===== src/rtl/quadrature_oscillator_mc.sv =====
// ---------------------------------------------------------------------------
// quadrature_oscillator_mc
//
// Multi-channel coupled-form quadrature oscillator. NCH channels share a
// single complex rotator that is time-multiplexed round-robin, one channel
// slot per clk while en is high. Each channel has its own run-time writable
// rotation coefficients, AGC power target and initial state.
//
// Optional feature macro: AGC_EN
//   defined   : amplitude control nudges each new sample towards the
//               channel's power target (adds the AGC_SHIFT parameter).
//   undefined : power writes are accepted but have no effect.
//
// Ports
//   clk        in   clock
//   rst_n      in   asynchronous active-low reset
//   en         in   1 = slot counter advances and channels update
//   cfg_we     in   config write strobe
//   cfg_ch     in   config / start / stop target channel
//   cfg_sel    in   0 re_coeff, 1 im_coeff, 2 power, 3 init_re, 4 init_im
//   cfg_data   in   write data (coefficients use the low COEFF_W bits)
//   ch_start   in   load cfg_ch accumulators from init and set RUN
//   ch_stop    in   set cfg_ch IDLE, accumulators held
//   out_re     out  real part of the most recently updated channel
//   out_im     out  imaginary part of the most recently updated channel
//   out_ch     out  channel index of out_re/out_im
//   out_valid  out  one-cycle strobe, out_* freshly updated
//   running    out  per-channel RUN flags
// ---------------------------------------------------------------------------
module quadrature_oscillator_mc #(
  parameter int WIDTH   = 8,
  parameter int COEFF_W = 8,
  parameter int NCH     = 4,
`ifdef AGC_EN
  parameter int AGC_SHIFT = 4,
`endif
  localparam int CW = (NCH > 1) ? $clog2(NCH) : 1
) (
  input  logic                    clk,
  input  logic                    rst_n,
  input  logic                    en,
  input  logic                    cfg_we,
  input  logic [CW-1:0]           cfg_ch,
  input  logic [2:0]              cfg_sel,
  input  logic [WIDTH-1:0]        cfg_data,
  input  logic                    ch_start,
  input  logic                    ch_stop,
  output logic signed [WIDTH-1:0] out_re,
  output logic signed [WIDTH-1:0] out_im,
  output logic [CW-1:0]           out_ch,
  output logic                    out_valid,
  output logic [NCH-1:0]          running
);

  typedef enum logic [2:0] {
    FIELD_RE_COEFF = 3'd0,
    FIELD_IM_COEFF = 3'd1,
    FIELD_POWER    = 3'd2,
    FIELD_INIT_RE  = 3'd3,
    FIELD_INIT_IM  = 3'd4
  } cfg_field_e;

  // Rotation products are kept at full precision: one extra bit covers the
  // sum of two products plus the rounding constant.
  localparam int PW = WIDTH + COEFF_W + 1;
  localparam logic signed [PW-1:0] RND     = PW'(2 ** (COEFF_W - 2));
  localparam logic signed [PW-1:0] SAT_MAX = PW'(2 ** (WIDTH - 1) - 1);
  localparam logic signed [PW-1:0] SAT_MIN = PW'(-(2 ** (WIDTH - 1)));
  localparam logic [CW:0]          NCH_LIM = (CW + 1)'(NCH);
  localparam logic [CW-1:0]        SLOT_LAST = CW'(NCH - 1);

  logic signed [WIDTH-1:0]   re_acc   [NCH];
  logic signed [WIDTH-1:0]   im_acc   [NCH];
  logic signed [WIDTH-1:0]   init_re  [NCH];
  logic signed [WIDTH-1:0]   init_im  [NCH];
  logic signed [COEFF_W-1:0] re_coeff [NCH];
  logic signed [COEFF_W-1:0] im_coeff [NCH];
`ifdef AGC_EN
  logic [WIDTH-1:0]          power    [NCH];
`endif
  logic [CW-1:0]             slot;

  logic                      cfg_ok;
  logic                      slot_hit;
  logic                      start_ok;
  logic                      stop_ok;
  logic                      do_update;

  logic signed [WIDTH-1:0]   cur_re;
  logic signed [WIDTH-1:0]   cur_im;
  logic signed [COEFF_W-1:0] cur_c;
  logic signed [COEFF_W-1:0] cur_d;
  logic signed [PW-1:0]      prod_re;
  logic signed [PW-1:0]      prod_im;
  logic signed [WIDTH-1:0]   rot_re;
  logic signed [WIDTH-1:0]   rot_im;
  logic signed [WIDTH-1:0]   next_re;
  logic signed [WIDTH-1:0]   next_im;

  function automatic logic signed [WIDTH-1:0] round_sat(input logic signed [PW-1:0] v);
    logic signed [PW-1:0] sh;
    sh = v >>> (COEFF_W - 1);
    if (sh > SAT_MAX)      round_sat = WIDTH'(SAT_MAX);
    else if (sh < SAT_MIN) round_sat = WIDTH'(SAT_MIN);
    else                   round_sat = WIDTH'(sh);
  endfunction

  // Out-of-range channel numbers make write/start/stop a no-op. Stop beats
  // start, and either strobe aimed at the channel owning the current slot
  // suppresses that slot's rotation.
  assign cfg_ok    = ({1'b0, cfg_ch} < NCH_LIM);
  assign slot_hit  = cfg_ok && (cfg_ch == slot);
  assign start_ok  = cfg_ok && ch_start && !ch_stop;
  assign stop_ok   = cfg_ok && ch_stop;
  assign do_update = en && running[slot] && !(slot_hit && (ch_start || ch_stop));

  always_comb begin
    cur_re  = re_acc[slot];
    cur_im  = im_acc[slot];
    cur_c   = re_coeff[slot];
    cur_d   = im_coeff[slot];
    prod_re = PW'(cur_re) * PW'(cur_c) - PW'(cur_im) * PW'(cur_d) + RND;
    prod_im = PW'(cur_im) * PW'(cur_c) + PW'(cur_re) * PW'(cur_d) + RND;
    rot_re  = round_sat(prod_re);
    rot_im  = round_sat(prod_im);
  end

`ifdef AGC_EN
  localparam int AW  = WIDTH + 2;
  localparam int SQW = 2 * WIDTH + 2;
  localparam logic signed [AW-1:0]  AGC_MAX = AW'(2 ** (WIDTH - 1) - 1);
  localparam logic signed [AW-1:0]  AGC_MIN = AW'(-(2 ** (WIDTH - 1)));
  // Squared magnitude at or above this value saturates the scaled power.
  localparam logic signed [SQW-1:0] P_LIM   = SQW'(1) <<< (2 * WIDTH - 1);

  logic signed [SQW-1:0] mag_sq;
  logic [WIDTH-1:0]      mag_p;

  function automatic logic signed [WIDTH-1:0] agc_adjust(input logic signed [WIDTH-1:0] v,
                                                         input logic up);
    logic signed [AW-1:0] x;
    logic signed [AW-1:0] r;
    x = AW'(v);
    r = up ? (x + (x >>> AGC_SHIFT)) : (x - (x >>> AGC_SHIFT));
    if (r > AGC_MAX)      agc_adjust = WIDTH'(AGC_MAX);
    else if (r < AGC_MIN) agc_adjust = WIDTH'(AGC_MIN);
    else                  agc_adjust = WIDTH'(r);
  endfunction

  // Power estimate uses the pre-rotation state; the correction is applied to
  // the freshly rotated sample.
  always_comb begin
    mag_sq  = SQW'(cur_re) * SQW'(cur_re) + SQW'(cur_im) * SQW'(cur_im);
    mag_p   = (mag_sq >= P_LIM) ? '1 : WIDTH'(mag_sq >>> (WIDTH - 1));
    next_re = rot_re;
    next_im = rot_im;
    if (mag_p < power[slot]) begin
      next_re = agc_adjust(rot_re, 1'b1);
      next_im = agc_adjust(rot_im, 1'b1);
    end else if (mag_p > power[slot]) begin
      next_re = agc_adjust(rot_re, 1'b0);
      next_im = agc_adjust(rot_im, 1'b0);
    end
  end
`else
  assign next_re = rot_re;
  assign next_im = rot_im;
`endif

  // Slot counter, channel state and output registers. A start on a channel
  // never coincides with that channel's rotation write because the rotation
  // is suppressed in that case.
  always_ff @(posedge clk or negedge rst_n) begin
    if (!rst_n) begin
      slot      <= '0;
      running   <= '0;
      out_re    <= '0;
      out_im    <= '0;
      out_ch    <= '0;
      out_valid <= 1'b0;
      for (int i = 0; i < NCH; i++) begin
        re_acc[i]   <= '0;
        im_acc[i]   <= '0;
        init_re[i]  <= '0;
        init_im[i]  <= '0;
        re_coeff[i] <= '0;
        im_coeff[i] <= '0;
`ifdef AGC_EN
        power[i]    <= '0;
`endif
      end
    end else begin
      if (en) begin
        slot <= (slot == SLOT_LAST) ? '0 : slot + CW'(1);
      end

      out_valid <= do_update;
      if (do_update) begin
        re_acc[slot] <= next_re;
        im_acc[slot] <= next_im;
        out_re       <= next_re;
        out_im       <= next_im;
        out_ch       <= slot;
      end

      if (cfg_we && cfg_ok) begin
        case (cfg_sel)
          FIELD_RE_COEFF: re_coeff[cfg_ch] <= cfg_data[COEFF_W-1:0];
          FIELD_IM_COEFF: im_coeff[cfg_ch] <= cfg_data[COEFF_W-1:0];
`ifdef AGC_EN
          FIELD_POWER:    power[cfg_ch]    <= cfg_data;
`endif
          FIELD_INIT_RE:  init_re[cfg_ch]  <= cfg_data;
          FIELD_INIT_IM:  init_im[cfg_ch]  <= cfg_data;
          default: ;
        endcase
      end

      if (start_ok) begin
        re_acc[cfg_ch]  <= init_re[cfg_ch];
        im_acc[cfg_ch]  <= init_im[cfg_ch];
        running[cfg_ch] <= 1'b1;
      end
      if (stop_ok) begin
        running[cfg_ch] <= 1'b0;
      end
    end
  end

endmodule


===== config.mk =====
export PLATFORM = sky130hd
export DESIGN_NAME = quadrature_oscillator_mc
export DESIGN_NICKNAME = d
export VERILOG_FILES = /design/src/rtl/quadrature_oscillator_mc.sv
export SDC_FILE = /design/constraint.sdc
export NUM_CORES = 1
export LEC_CHECK = 0
export CELL_PAD_IN_SITES_DETAIL_PLACEMENT = 0
export CELL_PAD_IN_SITES_GLOBAL_PLACEMENT = 1
export CORE_MARGIN = 4
export CORE_UTILIZATION = 50
export CTS_CLUSTER_DIAMETER = 200
export DETAILED_ROUTE_END_ITERATION = 10
export PLACE_DENSITY = 0.76
export SLEW_MARGIN = 40
export SYNTH_ARGS = -nofsm -noshare
export SYNTH_HDL_FRONTEND = slang
export SYNTH_SLANG_ARGS = --single-unit

===== constraint.sdc =====
create_clock -name clk -period 10.8 [get_ports clk]
set_clock_uncertainty 0.15 [all_clocks]
set_input_delay 1.08 -clock clk [delete_from_list [all_inputs] [get_ports clk]]
set_output_delay 1.08 -clock clk [all_outputs]
set_load 0.01 [all_outputs]

# [After elaboration in Yosys (flattened, before gate mapping)]
# Cells that the tools add are included.
[word_totals] register_bits=217 inputBits=19 out_inout_bits=23
[op_classes] add_sub_neg=5 n_mul=4 magnitude_cmp=11 n_eq_ne=5 n_mux=45 n_bitwise=5 n_reduce_logical=15
[op_table] cell="bitwise mux 32 bit" n=8
[op_table] cell="two-way mux 8 bit" n=18
[op_table] cell="two-way mux 32 bit" n=4
[op_table] cell="binary-select mux 8 bit (select 2 bit)" n=6
[op_table] cell="multiplier 8 x 8 -> 16 bit" n=4
[op_table] cell="adder 17 x 8 -> 17 bit (second input constant)" n=2
[op_table] cell="demux 8 bit (select 2 bit)" n=2
[op_table] cell="greater-than comparator 10 x 8 -> 1 bit (second input constant)" n=2
[op_table] cell="< comparator 10 x 8 -> 1 bit (second input constant)" n=2
[op_table] cell="adder 16 x 16 -> 17 bit" n=1
[op_table] cell="subtractor 16 x 16 -> 17 bit" n=1
[op_table] cell="two-way mux 4 bit" n=2
[op_table] cell="AND reduction 2 bit" n=4
[op_table] cell="logical AND 1 bit" n=7
[op_table] cell=">= comparator 3 bit (second input constant)" n=2
[op_table] cell="< comparator 2 x 3 -> 1 bit (second input constant)" n=2
[op_table] cell="< comparator 3 x 1 -> 1 bit (second input constant)" n=2
[op_table] cell="NOT 2 -> 3 bit" n=2
[op_table] cell="AND 4 bit" n=1
[op_table] cell="NOT 4 bit" n=1
[op_table] cell="bitwise OR 4 bit" n=1
[op_table] cell="== test 3 x 1 -> 1 bit (second input constant)" n=1
[op_table] cell="== test 3 x 2 -> 1 bit (second input constant)" n=1
[op_table] cell="== test 3 bit (second input constant)" n=1
[op_table] cell="11 further kinds" n=13

# [Logic depth before layout (Yosys ltp)]
# Gate-level depths: netlist (run 1).
[depth] depth_word=14 depth_mapped=32

# [Least setup slack after synthesis (run 1)]
# OpenSTA, ideal clock, no wires.
[synth_timing] path_kind="reg2reg" start="register slot[1]" end="register im_acc[17] in the netlist's numbering" t_arrival_ps=8102 required_ps=10524 slack_ps=2422 stages_incl_launch_ff=29 path_buffers=5 cell_sequence="dfrtp_1 buf_2 buf_2 buf_1 buf_1 mux2_2 o21ai_1 nor2_1 fa_1 inv_1 fa_1 inv_1 fa_1 inv_1 fa_1 inv_1 fa_1 fa_1 ha_1 clkbuf_1 and3_1 a221oi_1 nand2b_1 inv_1 a311oi_2 xnor2_1 o21ai_0 o21a_1 a221o_1"
[synth_via] elab_chain_cells=14 word_cells_on_any_way=37 classes_between="2 x add/sub; 2 x mul; 4 x order compare; 1 x eq/ne; 22 x mux; 1 x bitwise; 5 x reduce/logical"
[synth_rtl] item="start: declaration" line_no="81" source="logic [CW-1:0] slot;"
[synth_rtl] item="start signal: assignment" line_no="194" source="slot <= (slot == SLOT_LAST) ? '0 : slot + CW'(1);"
[synth_rtl] item="NOT 2 -> 3 bit (not written as such)"
[synth_rtl] item="binary-select mux 8 bit (select 2 bit), on equally long branches"
[synth_rtl] item="two-way mux 8 bit, on equally long branches (2 in a row)"
[synth_rtl] item="multiplier 8 x 8 -> 16 bit" line_no="123" source="prod_im = PW'(cur_im) * PW'(cur_c) + PW'(cur_re) * PW'(cur_d) + RND;"
[synth_rtl] item="adder 16 x 16 -> 17 bit" line_no="123"
[synth_rtl] item="adder 17 x 8 -> 17 bit" line_no="123"
[synth_rtl] item="< comparator 10 x 8 -> 1 bit" line_no="104" source="else if (sh < SAT_MIN) round_sat = WIDTH'(SAT_MIN);"
[synth_rtl] item="two-way mux 8 bit" line_no="104"
[synth_rtl] item="two-way mux 8 bit" line_no="103" source="if (sh > SAT_MAX) round_sat = WIDTH'(SAT_MAX);"
[synth_rtl] item="bitwise mux 32 bit" line_no="200" source="im_acc[slot] <= next_im;"
[synth_rtl] item="two-way mux 32 bit *" line_no="198" source="if (do_update) begin"
[synth_rtl] item="bitwise mux 32 bit" line_no="221" source="im_acc[cfg_ch] <= init_im[cfg_ch];"
[synth_rtl] item="two-way mux 32 bit *" line_no="219" source="if (start_ok) begin"
[synth_rtl] item="end signal: indexed assignment" line_no="200"
[synth_rtl] item="end signal: indexed assignment" line_no="221"
[synth_rtl] item="end: declaration" line_no="73" source="logic signed [WIDTH-1:0] im_acc [NCH];"
# Every way passes the cells marked *; elsewhere a longest branch is shown, timed or not. The select of a mux whose other input is x is not followed.
# A chain may end at the register's enable or synchronous reset.

# [Worst setup path after layout (run 1)]
[layout_timing] start="register slot[1]" end="register out_im[6]"
[layout_via] elab_chain_cells=10 word_cells_on_any_way=28 classes_between="2 x add/sub; 2 x mul; 2 x order compare; 1 x eq/ne; 16 x mux; 1 x bitwise; 4 x reduce/logical"
[layout_rtl] item="NOT 2 -> 3 bit (not written as such)"
[layout_rtl] item="binary-select mux 8 bit (select 2 bit), on equally long branches"
[layout_rtl] item="two-way mux 8 bit, on equally long branches (2 in a row)"
[layout_rtl] item="multiplier 8 x 8 -> 16 bit" line_no="123"
[layout_rtl] item="adder 16 x 16 -> 17 bit" line_no="123"
[layout_rtl] item="adder 17 x 8 -> 17 bit" line_no="123"
[layout_rtl] item="< comparator 10 x 8 -> 1 bit" line_no="104"
[layout_rtl] item="two-way mux 8 bit" line_no="104"
[layout_rtl] item="two-way mux 8 bit" line_no="103"
[layout_rtl] item="end signal: assignment" line_no="202" source="out_im <= next_im;"
[layout_rtl] item="end: declaration" line_no="49" source="output logic signed [WIDTH-1:0] out_im,"
# Parallel ways exist; a longest one is shown, timed or not. The select of a mux whose other input is x is not followed.

==> flow_summary.json, run 1 <==
{
  "cts-root-to-sink-buffers": 3,
  "critical_path_class": "flip-flop to flip-flop",
  "cap_violations": 0,
  "route.detailed.vias_per_inst": 5.696,
  "synth.area.mux_share_pct": 11.37,
  "synth.area.top_cells": "sky130_fd_sc_hd__fa_1, sky130_fd_sc_hd__dfrtp_1, sky130_fd_sc_hd__mux2_2, sky130_fd_sc_hd__ha_1, sky130_fd_sc_hd__inv_1",
  "synth.largest_area_cell": "sky130_fd_sc_hd__fa_1",
  "mostFrequentLayoutCells": "sky130_fd_sc_hd__inv_1, sky130_fd_sc_hd__fa_1, sky130_fd_sc_hd__dfrtp_1, sky130_fd_sc_hd__nor2_1, sky130_fd_sc_hd__nand2_1",
  "final_common_cell": "sky130_fd_sc_hd__inv_1",
  "dieWidth_um": 210.0,
  "synth_simple_gate_area_share_pct": 10.61,
  "die_height_um": 210.0,
  "row_count": 73,
  "worst_path_most_repeated_cell": "sky130_fd_sc_hd__fa_1",
  "quantity_of_gates_resized_following_cts": 0,
  "detailedRoute.firstIterationViolations": 1017,
  "detail_route.first_pass.iterations": 5,
  "drive_gt1_share_pct": 13.43,
  "synth_compound_gate_area_share_pct": 8.185,
  "fmax_mhz": 112.1,
  "critical_path.startpoint_type": "flip-flop",
  "hold_path.class": "flip-flop to flip-flop",
  "cts_hold_buffers_added": 0,
  "synthesis.instances": 2011,
  "grt_pass1_vias": 15780,
  "routed_wirelength_um": 56890,
  "count_of_synthesis_stage_warnings_from_yosys": 0,
  "antenna_found_initial": 0,
  "synth.cell_area_um2": 20410,
  "num-fill-cells": 3605,
  "yosys.area_share.xor_xnor_pct": 1.802,
  "synth-async-reset-ratio_pct": 100.0,
  "cts_setup_buffers": 0,
  "final-max-slew-violation-count": 0,
  "synth_top_area_share_pct": 27.27,
  "clock_sink_count": 217,
  "tritoncts.num_buffers": 21,
  "final.setup.worst_slack_ns": 1.876,
  "number_of_buffers_inserted_by_port_buffering": 41,
  "vias": 14700,
  "clock_insertion_delay_worst_skew_ns": 0.50,
  "wire_per_inst_um": 22.05,
  "worst_setup_path_end_kind": "flip-flop",
  "largest_family_of_logic_cells_by_synthesized_area": "adder cells",
  "max_slew_margin_pct": 40.19,
  "yosysUniqueCellTypes": 66,
  "grt_setup_unrepaired": "false",
  "detailedPlacementHpwl_um": 43370,
  "global_route_wire_length_before_repair_um": 89860,
  "clkSlewWorstSetupHoldPaths_ns": 0.07,
  "setup_tns_ns": 0,
  "timing.critical_path.arrival_ns": 9.12,
  "io_pins": 42,
  "remaining_drc_errors": 0,
  "area_of_the_multi_input_gates_um2": 13480,
  "synth-adder-area-share_pct": 33.83,
  "synth_seq_cells": 217,
  "final_nets": 2445,
  "area.sequential_um2": 5435,
  "globalRouteOverflowTotal": 0,
  "critical_path.max_fanout": 38,
  "synthToLayoutAreaGrowth_pct": 8.829,
  "avgSynthCellArea_um2": 10.15,
  "drtAntennaViolNets": 0,
  "globalRouteTotalUtil_pct": 26.22,
  "synth-seq-area-share_pct": 26.61,
  "design.core.area_um2": 40010,
  "postSynthNetCount": 2415,
  "run_status": "completed",
  "critical_path.slowest_cell": "sky130_fd_sc_hd__dfrtp_4",
  "holdWs_ns": 0.3261,
  "largest_incremental_delay_on_the_critical_path_ns": 0.83,
  "synth-edff-count": 0,
  "antenna_cells": 0,
  "worst_setup_timing_slack_at_the_placement_stage_ns": 2.009,
  "finalHoldViolCount": 0,
  "clock_tree.htree_level_count": 1,
  "die_area_um2": 44110,
  "cells_along_the_critical_path": "buf_4 > mux2i_1 > nand2_1 > o21ai_1 > buf_4 > nor2_1 > fa_1 > fa_1 > fa_1 > fa_1 > fa_1 > inv_1 > fa_1 > inv_1 > ha_1 > and3_1 > o2111ai_1 > a31oi_1 > o21a_1 > a311oi_2 > xnor2_1 > nor2_1 > o21ai_0 > o21ai_0",
  "min_delay_path_depth": 2,
  "reg2regPathDepth": 24,
  "cts_tree": "done",
  "setup_viol": 0,
  "final.min_clock_period_ns": 8.924,
  "final_min_period_over_clock_period_pct": 82.63,
  "floorplan.initialDensity_pct": 51.01,
  "cts_root_buf": "sky130_fd_sc_hd__clkbuf_16",
  "pin_count_of_the_biggest_net_entering_global_routing": 84,
  "worstMarginPinSlew_ns": 0.8911,
  "yosys_most_used_dff": "sky130_fd_sc_hd__dfrtp_1",
  "critical_path_required_ns": 11.00,
  "place_congestion": 0.8748
}
==> per-layer routing <==
metal | routed length, um | global-route usage [%]
met1 | 23620 | 36.09
met2 | 27410 | 43.75
met3 | 4211 | 4.405
met4 | 1657 | 6.886
met5 | 0 | 0
==> cell type report <==
class	count	area share [%]
inverters	347	5.864
clock buffers	29	2.727
clock inverters	8	0.3718
flip-flops and latches	217	24.47
multi-input cells	1384	60.71
well taps	525	2.958
repair buffers	70	2.901
==> cells by family after synthesis <==
| kind of cell | after synthesis |
|---|---|
| adder cells (fa/ha/maj) | 385 |
| flip-flops | 217 |
| multiplexers | 203 |
| XOR/XNOR | 42 |
| AO/OA/AOI/OAI | 266 |
| AND/OR/NAND/NOR | 488 |
| buffers and inverters | 410 |
==> path summary, 6_finish.rpt <==
check,from,end,slack [ns]
max in group asynchronous,rst_n,init_re[12],9.02
worst max register to register,slot[1],out_im[6],1.88
worst min-delay path,init_re[23],re_acc[23],0.33
worst max-delay path,slot[1],out_im[6],1.88
min in group asynchronous,rst_n,init_im[31],0.38
worst min register to register,init_re[23],re_acc[23],0.33
==> critical path, delay by kind of cell, from the launching register on <==
kind / cells / cell delay [ns]
adder cells (fa/ha/maj): 7 / 3.46
AND/OR/NAND/NOR: 4 / 0.98
buffers and inverters: 4 / 0.78
flip-flops: 1 / 0.83
AO/OA/AOI/OAI: 7 / 2.00
XOR/XNOR: 1 / 0.38
multiplexers: 1 / 0.14
==> sequential cells by signal (all words and copies together), names as in the netlist, named ones only <==
register	count
im_acc	32
im_coeff	32
init_im	32
init_re	32
out_ch	2
out_im	8
out_re	8
out_valid	1
re_acc	32
re_coeff	32
slot	2
==> synth_stat cells, drive strengths merged, types with 2 or more instances <==
cell     number
a221oi        2
nor2        192
clkbuf       53
nor2b         6
o311a         2
a211oi        2
buf          10
nor3         12
o21ai        76
a311oi        3
o211ai        3
mux2i        36
a221o         8
nand4         3
a2bb2oi       2
mux4          7
and2         13
nand2b       16
xnor2        35
nand2       177
o21a         26
or2           7
inv         346
nand3        23
and4          2
a31oi         6
mux2        160
a21oi        84
a2111oi       2
ha          107
dfrtp       217
o22ai        28
nor3b         2
nand3b        2
xor2          7
a21o         12
and3         29
fa          278
==> metrics by stage <==
stage,util [%],instance area (um2),instances
2_1_floorplan,-,20410,2011
3_3_place_gp,53.61,21450,2542
3_5_place_dp,53.72,21490,2542
4_1_cts,55.44,22180,2579
5_1_grt,55.52,22210,2580
6_report,55.52,22210,2580
Power of run 1 is not shown: default switching activity piles up to over one toggle a cycle in this logic, so the estimate is an artifact.
==> run 2: changes to the inputs <==
--- a/config.mk
+++ b/config.mk
@@ -8,10 +8,10 @@
 export CELL_PAD_IN_SITES_DETAIL_PLACEMENT = 0
 export CELL_PAD_IN_SITES_GLOBAL_PLACEMENT = 1
 export CORE_MARGIN = 4
-export CORE_UTILIZATION = 50
+export CORE_UTILIZATION = 47
 export CTS_CLUSTER_DIAMETER = 200
 export DETAILED_ROUTE_END_ITERATION = 10
-export PLACE_DENSITY = 0.76
+export PLACE_DENSITY = 0.75
 export SLEW_MARGIN = 40
 export SYNTH_ARGS = -nofsm -noshare
 export SYNTH_HDL_FRONTEND = slang
==> constraint.sdc (replaced) <==
create_clock -name clk -period 7.7 [get_ports clk]
set_clock_uncertainty 0.15 [all_clocks]
set_input_delay 0.77 -clock clk [delete_from_list [all_inputs] [get_ports clk]]
set_output_delay 0.77 -clock clk [all_outputs]
set_load 0.01 [all_outputs]
==> run 2 against run 1 <==
Against the previous run: non-clock buffer count grew 81; core utilization decreased by 1.1 points; setup slack worse by 1.7 ns; die area up 6.1%; critical path type unchanged; worst hold slack worse by 0.26 ns.
==> flow_summary.json, run 2 (synthesized netlist as in run 1, its figures left out) <==
{
  "cts-root-to-sink-buffers": 3,
  "antenna_cells": 0,
  "cts_tree": "done",
  "mostFrequentLayoutCells": "sky130_fd_sc_hd__inv_1, sky130_fd_sc_hd__fa_1, sky130_fd_sc_hd__dfrtp_1, sky130_fd_sc_hd__nor2_1, sky130_fd_sc_hd__nand2_1",
  "detail_route.first_pass.iterations": 7,
  "tritoncts.num_buffers": 20,
  "critical_path_class": "flip-flop to flip-flop",
  "reg2regPathDepth": 26,
  "cts_root_buf": "sky130_fd_sc_hd__clkbuf_16",
  "timing.critical_path.arrival_ns": 7.73,
  "largest_incremental_delay_on_the_critical_path_ns": 0.58,
  "pin_count_of_the_biggest_net_entering_global_routing": 116,
  "routed_wirelength_um": 57530,
  "critical_path.max_fanout": 10,
  "finalHoldViolCount": 0,
  "die_height_um": 216.4,
  "remaining_drc_errors": 0,
  "run_status": "completed",
  "worst_path_most_repeated_cell": "sky130_fd_sc_hd__fa_1",
  "grt_setup_unrepaired": "true",
  "vias": 14950,
  "final.setup.worst_slack_ns": 0.1800,
  "globalRouteTotalUtil_pct": 24.68,
  "final_nets": 2525,
  "global_route_wire_length_before_repair_um": 89620,
  "detailedPlacementHpwl_um": 44690,
  "drive_gt1_share_pct": 19.31,
  "drtAntennaViolNets": 0,
  "fmax_mhz": 133.0,
  "globalRouteOverflowTotal": 0,
  "max_slew_margin_pct": 42.01,
  "floorplan.initialDensity_pct": 47.48,
  "final.min_clock_period_ns": 7.520,
  "route.detailed.vias_per_inst": 5.498,
  "hold_path.class": "input pin to asynchronous set/reset pin",
  "clock_sink_count": 217,
  "worst_setup_path_end_kind": "flip-flop",
  "critical_path_required_ns": 7.91,
  "dieWidth_um": 216.4,
  "clkSlewWorstSetupHoldPaths_ns": 0.07,
  "die_area_um2": 46820,
  "synthToLayoutAreaGrowth_pct": 14.55,
  "row_count": 76,
  "final-max-slew-violation-count": 0,
  "wire_per_inst_um": 21.16,
  "detailedRoute.firstIterationViolations": 1054,
  "setup_viol": 0,
  "place_congestion": 0.9533,
  "final_min_period_over_clock_period_pct": 97.66,
  "final_common_cell": "sky130_fd_sc_hd__inv_1",
  "clock_tree.htree_level_count": 1,
  "critical_path.slowest_cell": "sky130_fd_sc_hd__fa_1",
  "worstMarginPinSlew_ns": 0.8672,
  "critical_path.startpoint_type": "flip-flop",
  "clock_insertion_delay_worst_skew_ns": 0.50,
  "cap_violations": 0,
  "cts_hold_buffers_added": 0,
  "design.core.area_um2": 42980,
  "number_of_buffers_inserted_by_port_buffering": 41,
  "worst_setup_timing_slack_at_the_placement_stage_ns": -0.1945,
  "grt_pass1_vias": 15590,
  "io_pins": 42,
  "antenna_found_initial": 0
}
-- run 2: cell types whose count changed in the layout (fill, tap and decap cells not counted), moves of 5 or more --
cell and delta:
sky130_fd_sc_hd__a21oi_1 -9, sky130_fd_sc_hd__a21oi_2 +9, sky130_fd_sc_hd__buf_12 +7, sky130_fd_sc_hd__buf_4 +67
sky130_fd_sc_hd__mux2i_1 -9, sky130_fd_sc_hd__mux2i_2 +7, sky130_fd_sc_hd__o21a_1 -12, sky130_fd_sc_hd__o21a_2 +8
sky130_fd_sc_hd__o21ai_0 -5
-- run 2: path summary, 6_finish.rpt --
path,from,end,slack [ns]
max in group asynchronous,rst_n,init_im[10],6.21
min in group clk,init_im[23],im_acc[23],0.33
worst min register to register,init_im[23],im_acc[23],0.33
worst max-delay path,slot[1],out_re[2],0.18
worst min-delay path,rst_n,out_valid,0.07
worst max register to register,slot[1],out_re[2],0.18
-- run 2: timing repair --
action | CTS | global route
pin swaps | 0 | 16
setup endpoints to repair | 60 | 79
cloned | 0 | 4
gates resized for setup | 10 | 85
setup buffers | 0 | 23
endpoints found under the hold margin | 0 | 0
-- run 2: layout make-up --
class | count | area (um2)
multi-input cells | 1384 | 13800
repair buffers | 151 | 1390
clock buffers | 26 | 584.3
inverters | 347 | 1303
well taps | 585 | 732.0
flip-flops and latches | 217 | 5438
clock inverters | 9 | 128.9
fillers | 3864 | 19600
-- run 2: routing by layer --
layer  vias to the layer above  track usage, %  routed length (um)
li1                       6697               -                   -
met1                      7678           34.86               24820
met2                       498           41.03               27950
met3                        76           3.141                3398
met4                         0           5.995                1361
met5                         -               0                   0
-- run 2: critical path: cells and delay by family (launching register included) --
family                     cells  cell delay (ns)
buffers and inverters          7             0.84
and+or+nand+nor                4             0.59
muxes                          1             0.19
AOI/OAI and AO/OA              6             1.45
adders and majority gates      7             3.48
DFF                            1             0.55
xor gates and xnor gates       1             0.12
-- run 2: stage by stage --
stage               area [um2]  cells  utilization, %  TNS [ns]  hold slack [ns]
finish                   23380   2719           54.39         0          0.06901
CTS                      22790   2692           53.03         0           0.1315
global route             23380   2719           54.39   -0.2352           0.1246
detailed placement       22040   2657           51.28    -2.294           0.3107
floorplan                20450   2011               -         0           0.2944
global placement         22040   2657           51.27   -0.3203           0.3039
Power of run 2 is left out for the same reason.
